===== config.mk =====
export PLATFORM = sky130hd
export DESIGN_NAME = adc0809_emulator
export DESIGN_NICKNAME = d
export VERILOG_FILES = /design/src/rtl/adc0809_emulator.sv
export SDC_FILE = /design/constraint.sdc
export NUM_CORES = 1
export LEC_CHECK = 0
export ABC_AREA = 1
export BUFFER_PORTS_ARGS = -buffer_cell sky130_fd_sc_hd__buf_4
export CAP_MARGIN = 20
export CORE_MARGIN = 2
export CORE_UTILIZATION = 46
export CTS_BUF_LIST = sky130_fd_sc_hd__clkbuf_16
export CTS_CLUSTER_DIAMETER = 150
export DETAILED_ROUTE_END_ITERATION = 8
export GPL_ROUTABILITY_DRIVEN = 0
export PLACE_DENSITY = 0.82
export SYNTH_ARGS = -nofsm -noshare
export SYNTH_HDL_FRONTEND = slang
export SYNTH_SLANG_ARGS = --single-unit

===== constraint.sdc =====
create_clock -name sys_clk -period 1.5 [get_ports sys_clk]
set_input_delay 0.15 -clock sys_clk [delete_from_list [all_inputs] [get_ports sys_clk]]
set_output_delay 0.15 -clock sys_clk [all_outputs]
set_load 0.02 [all_outputs]

===== src/rtl/adc0809_emulator.sv =====
// rtl/adc0809_emulator.sv - ADC0809 8-channel converter pin-level emulator
module adc0809_emulator #(
  parameter int CONV_CLKS = 64
) (
  input  logic        sys_clk,
  input  logic        rst_n,
  input  logic        adc_clk,
  input  logic        start,
  input  logic        oe,
  input  logic        addr_a,
  input  logic        addr_b,
  input  logic        addr_c,
  input  logic [63:0] ch_values,
  output logic [7:0]  data_out,
  output logic        data_drive,
  output logic        eoc,
  output logic [2:0]  ch_latched
);

  typedef enum logic [1:0] {
    IDLE    = 2'd0,
    ARMED   = 2'd1,
    CONVERT = 2'd2,
    DONE    = 2'd3
  } state_t;

  localparam logic [7:0] CONV_LAST = 8'(CONV_CLKS);

  // Bit 0 is the capture flop, bit 1 the synchronized level, bit 2 the
  // previous synchronized level used for edge detection.
  logic [2:0] adc_sync;
  logic [2:0] start_sync;
  logic [1:0] oe_pipe;
  logic       oe_sync;
  logic [2:0] addr_s1;
  logic [2:0] addr_s2;

  logic adc_rise_q;
  logic start_rise_q;
  logic start_fall_q;

  state_t     state, state_nxt;
  logic [7:0] count, count_nxt;
  logic [7:0] hold, hold_nxt;
  logic [7:0] result, result_nxt;
  logic       eoc_nxt;
  logic [2:0] ch_nxt;
  logic [7:0] count_inc;

  assign count_inc = count + 8'd1;

  // Bring the driver's pins into the sys_clk domain.
  always_ff @(posedge sys_clk or negedge rst_n) begin
    if (!rst_n) begin
      adc_sync   <= 3'b000;
      start_sync <= 3'b000;
      oe_pipe    <= 2'b00;
      oe_sync    <= 1'b0;
      addr_s1    <= 3'd0;
      addr_s2    <= 3'd0;
    end else begin
      adc_sync   <= {adc_sync[1:0], adc_clk};
      start_sync <= {start_sync[1:0], start};
      oe_pipe    <= {oe_pipe[0], oe};
      oe_sync    <= oe_pipe[1];
      addr_s1    <= {addr_c, addr_b, addr_a};
      addr_s2    <= addr_s1;
    end
  end

  // Register the detected edges so every pin sees the same input latency.
  always_ff @(posedge sys_clk or negedge rst_n) begin
    if (!rst_n) begin
      adc_rise_q   <= 1'b0;
      start_rise_q <= 1'b0;
      start_fall_q <= 1'b0;
    end else begin
      adc_rise_q   <= adc_sync[1] & ~adc_sync[2];
      start_rise_q <= start_sync[1] & ~start_sync[2];
      start_fall_q <= ~start_sync[1] & start_sync[2];
    end
  end

  // Conversion state and datapath registers.
  always_ff @(posedge sys_clk or negedge rst_n) begin
    if (!rst_n) begin
      state      <= IDLE;
      count      <= 8'd0;
      hold       <= 8'h00;
      result     <= 8'h00;
      eoc        <= 1'b1;
      ch_latched <= 3'd0;
    end else begin
      state      <= state_nxt;
      count      <= count_nxt;
      hold       <= hold_nxt;
      result     <= result_nxt;
      eoc        <= eoc_nxt;
      ch_latched <= ch_nxt;
    end
  end

  // Next-state logic: a start rising edge wins from any state and discards
  // whatever conversion was in flight.
  always_comb begin
    state_nxt  = state;
    count_nxt  = count;
    hold_nxt   = hold;
    result_nxt = result;
    eoc_nxt    = eoc;
    ch_nxt     = ch_latched;
    if (start_rise_q) begin
      ch_nxt    = addr_s2;
      eoc_nxt   = 1'b0;
      count_nxt = 8'd0;
      state_nxt = ARMED;
    end else begin
      case (state)
        ARMED: begin
          if (start_fall_q) begin
            hold_nxt  = ch_values[{ch_latched, 3'b000} +: 8];
            count_nxt = 8'd0;
            state_nxt = CONVERT;
          end
        end
        CONVERT: begin
          if (adc_rise_q) begin
            count_nxt = count_inc;
            if (count_inc == CONV_LAST) begin
              result_nxt = hold;
              eoc_nxt    = 1'b1;
              state_nxt  = DONE;
            end
          end
        end
        default: begin
          state_nxt = state;
        end
      endcase
    end
  end

  // Data pins: drive the last completed result only while oe is asserted.
  always_ff @(posedge sys_clk or negedge rst_n) begin
    if (!rst_n) begin
      data_drive <= 1'b0;
      data_out   <= 8'h00;
    end else begin
      data_drive <= oe_sync;
      data_out   <= oe_sync ? result : 8'h00;
    end
  end

endmodule


==> impl_metrics.toml <==
[clocking]
cts_sinks = 57
clk_pin_slew_ns = 0.05
cts_made_buffers = 9
clockBufferDepth = 2
insertion_delay_ns = 0.32
htreeDepth = 3
cts_tree = "yes"
root_buffer = "clkbuf_16"

[floorplan]
die_area_mm2 = 0.00642
core_mm2 = 0.00554
row_count = 27
die_x_um = 80.1
dieHeight_um = 80.1
ioPinCount = 85
start_util = 0.481

[critical_path]
rr_worst_depth = 8
worstSetupEndpoint = "result[1]"
cp.arrival_ns = 1.78
crit_required_ns = 1.71
critPathLaunchType = "register"
crit_type = "reg2reg"
reg2reg_to = "result[1]"
crit_fanout = 17
reg2reg_from = "count[1]"
crit_path_start = "count[1]"
cp-end-kind = "register"
ff2ff_setup_slack_ns = -0.07

[sta]
slew_headroom = 0.534
timing.final.ws_setup_ns = -0.0726
worst_pin_slew_ns = 0.700
final_max_slew_viol_count = 0
min_period_ns = 1.57
finalClockSkew_ns = 0.00526
finalSetupViolCount = 8
rsz0062_at_grt = "yes"
timing.hold.ws_ns = 0.217
finalCritPeriodShare = 1.05
finalHoldViolations = 0
max_freq_mhz = 636

[route]
m1WireLength_um = 2690
drt_iter0_markers = 181
wl_met3_um = 505
wirelength_um = 6790
first_pass_iters = 4
drt-vias-per-instance = 5.07
top_layer = "met4"
route.detailed.drc = 0
antenna_left = 0
vias = 2533
wl_met2_um = 3450
wl_per_cell_um = 13.6

[placement]
place.port_buffers = 84
post-place-cells = 476
placed_cell_area_mm2 = 0.00346
dp_hpwl_um = 4760

[job]
cap_violations = 0

[synthesis]
synth_seq_area_share = 0.536
synth_cell_types = 27
synthTopCellsByArea = "dfrtp_1 53%, o21ai_0 10%, nor2_1 8.9%"
async_flop_share = 1.00
synth_seq_cells = 57
synth_nets = 393
synthMostInstantiatedCell = "nor2_1"
synth_top_area_cell = "dfrtp_1"
netlist_area_mm2 = 0.00267
yosys.area_share.simple = 0.211
yosys.area.top_type_share = 0.526
synth_compound_area_frac = 0.174
synth-edff-count = 0
synthXorXnorAreaFrac = 0.00329
netlist_instances = 320
synthAdderAreaFrac = 0.00469
yosys-top-cells-count = "63 x nor2_1, 56 x dfrtp_1, 53 x o21ai_0"
synth_top_family_by_area = "simple AND/OR/NAND/NOR gates"
avgSynthCellArea_um2 = 8.33
muxShareOfSynthArea = 0
synth_ff_type = "dfrtp_1"
yosysWarnings = 0

[power_and_ir_drop]
p_int_mw = 3.36
p_sw_mw = 1.22
pwr_density_cell_mw_per_mm2 = 1180
power.total_mw = 4.59
ir_drop_mv = 0.944
p_leak_nw = 1.93
switching_share = 0.267
power_frac_clock = 0.411
seqPwrFrac = 0.390
p_comb_frac = 0.199

[status]
violations = "negative setup slack"
outcome = "finished with violations"

[global_routing]
grt_pass1_vias = 2460
track_usage = 0.226
grt_pass1_wl_um = 11100
grt-ovfl-total = 0
grt_max_degree = 58
antenna_found_initial = 0

[cells_and_area]
instances_no_fill = 500
fillerInstances = 424
nets = 496
area_delta_synth_final_pct = 45.9
diodes = 0
layout-drive-gt1-share = 0.327
stdcell_area_mm2 = 0.00389
final_util = 0.702

[worst_hold_path]
min_from = "ch_values[12]"
min_path_type = "in2reg"
## through the flow
step                setup WS, ns  TNS, ns
global placement         -0.0826   -0.633
detailed placement        -0.175    -1.29
CTS                      -0.0520   -0.362
finish                   -0.0726   -0.505
floorplan                -0.0188  -0.0188
global route              -0.177    -1.37
## power groups by stage
| stage | logic, mW | registers (mW) | clock network [mW] |
|---|---|---|---|
| 2_1_floorplan | 0.458 | 1.80 | 0 |
| 4_1_cts | 0.908 | 1.78 | 1.91 |
| 5_1_grt | 1.04 | 1.80 | 1.99 |
| 6_report | 0.914 | 1.79 | 1.89 |
| 3_3_place_gp | 0.860 | 1.79 | 0 |
| 3_5_place_dp | 0.886 | 1.81 | 0 |
## routing by layer
layer	vias up	GRT usage
met1	1169	0.276
met2	105	0.367
li1	1240	-
met3	19	0.0798
met4	0	0.0881
met5	-	0
## cell families after synthesis
| logic type | after synthesis |
|---|---|
| AO/OA/AOI/OAI | 80 |
| XOR/XNOR | 1 |
| adder cells (fa/ha/maj) | 1 |
| buffers and inverters | 48 |
| flip-flops | 57 |
| AND/OR/NAND/NOR | 133 |
## flip-flops by register name, summed over array words and instances, names as in the netlist
name          cells
hold              8
adc_sync          3
count             8
oe_sync           1
adc_rise_q        1
result            8
data_drive        1
addr_s1           3
start_rise_q      1
state             2
ch_latched        3
start_fall_q      1
addr_s2           3
data_out          8
eoc               1
oe_pipe           2
start_sync        3
## layout make-up
type | count | area, µm² | share of cell area
multi-input cells | 215 | 1110 | 0.285
well taps | 72 | 90.1 | 0.0232
clock buffers | 9 | 225 | 0.0579
flip-flops and latches | 57 | 1430 | 0.367
inverters | 34 | 128 | 0.0328
repair buffers | 106 | 855 | 0.220
clock inverters | 7 | 53.8 | 0.0138
## cell usage in the layout (no fill, tap or decap), types with 2 or more instances in the layout
cell,synthesis,routed
buf_4,0,95
nor2_1,63,61
dfrtp_1,56,55
o21ai_0,53,51
nand2_1,49,44
inv_1,32,34
nand3_1,11,11
o211ai_1,10,10
clkbuf_16,0,9
nand2_2,3,8
o21ai_2,8,8
dlygate4sd3_1,0,7
o22ai_1,5,5
nor2_2,3,4
clkinv_1,1,4
o21ai_1,2,3
buf_12,0,3
nor2_4,1,2
## worst min-delay path by stage
stage	end	cells after the start	slack [ns]
after global routing	hold[4]	5	0.27
after global placement	oe_sync	1	0.24
final	hold[4]	5	0.22
after floorplan	adc_rise_q	0	-0.15
after CTS	hold[6]	5	0.22
after detailed placement	oe_pipe[1]	1	0.24
## timing repair
action                     CTS  global route
gates resized for setup      7            10
hold buffers                 7             0
buffers inserted             1             0
cloned                       0             0
setup endpoints to repair   10            14
pin swaps                    0             2
hold endpoints to repair    62             0
## critical path: stages, from the launching register on
cell	delay, ns
dfrtp_1	0.38
ha_4	0.17
nand3_4	0.11
xor2_2	0.18
nor2_2	0.18
nand4_4	0.12
buf_12	0.17
nand2_1	0.07
o21ai_2	0.05
Note: power is estimated with default switching activity, not from simulation.
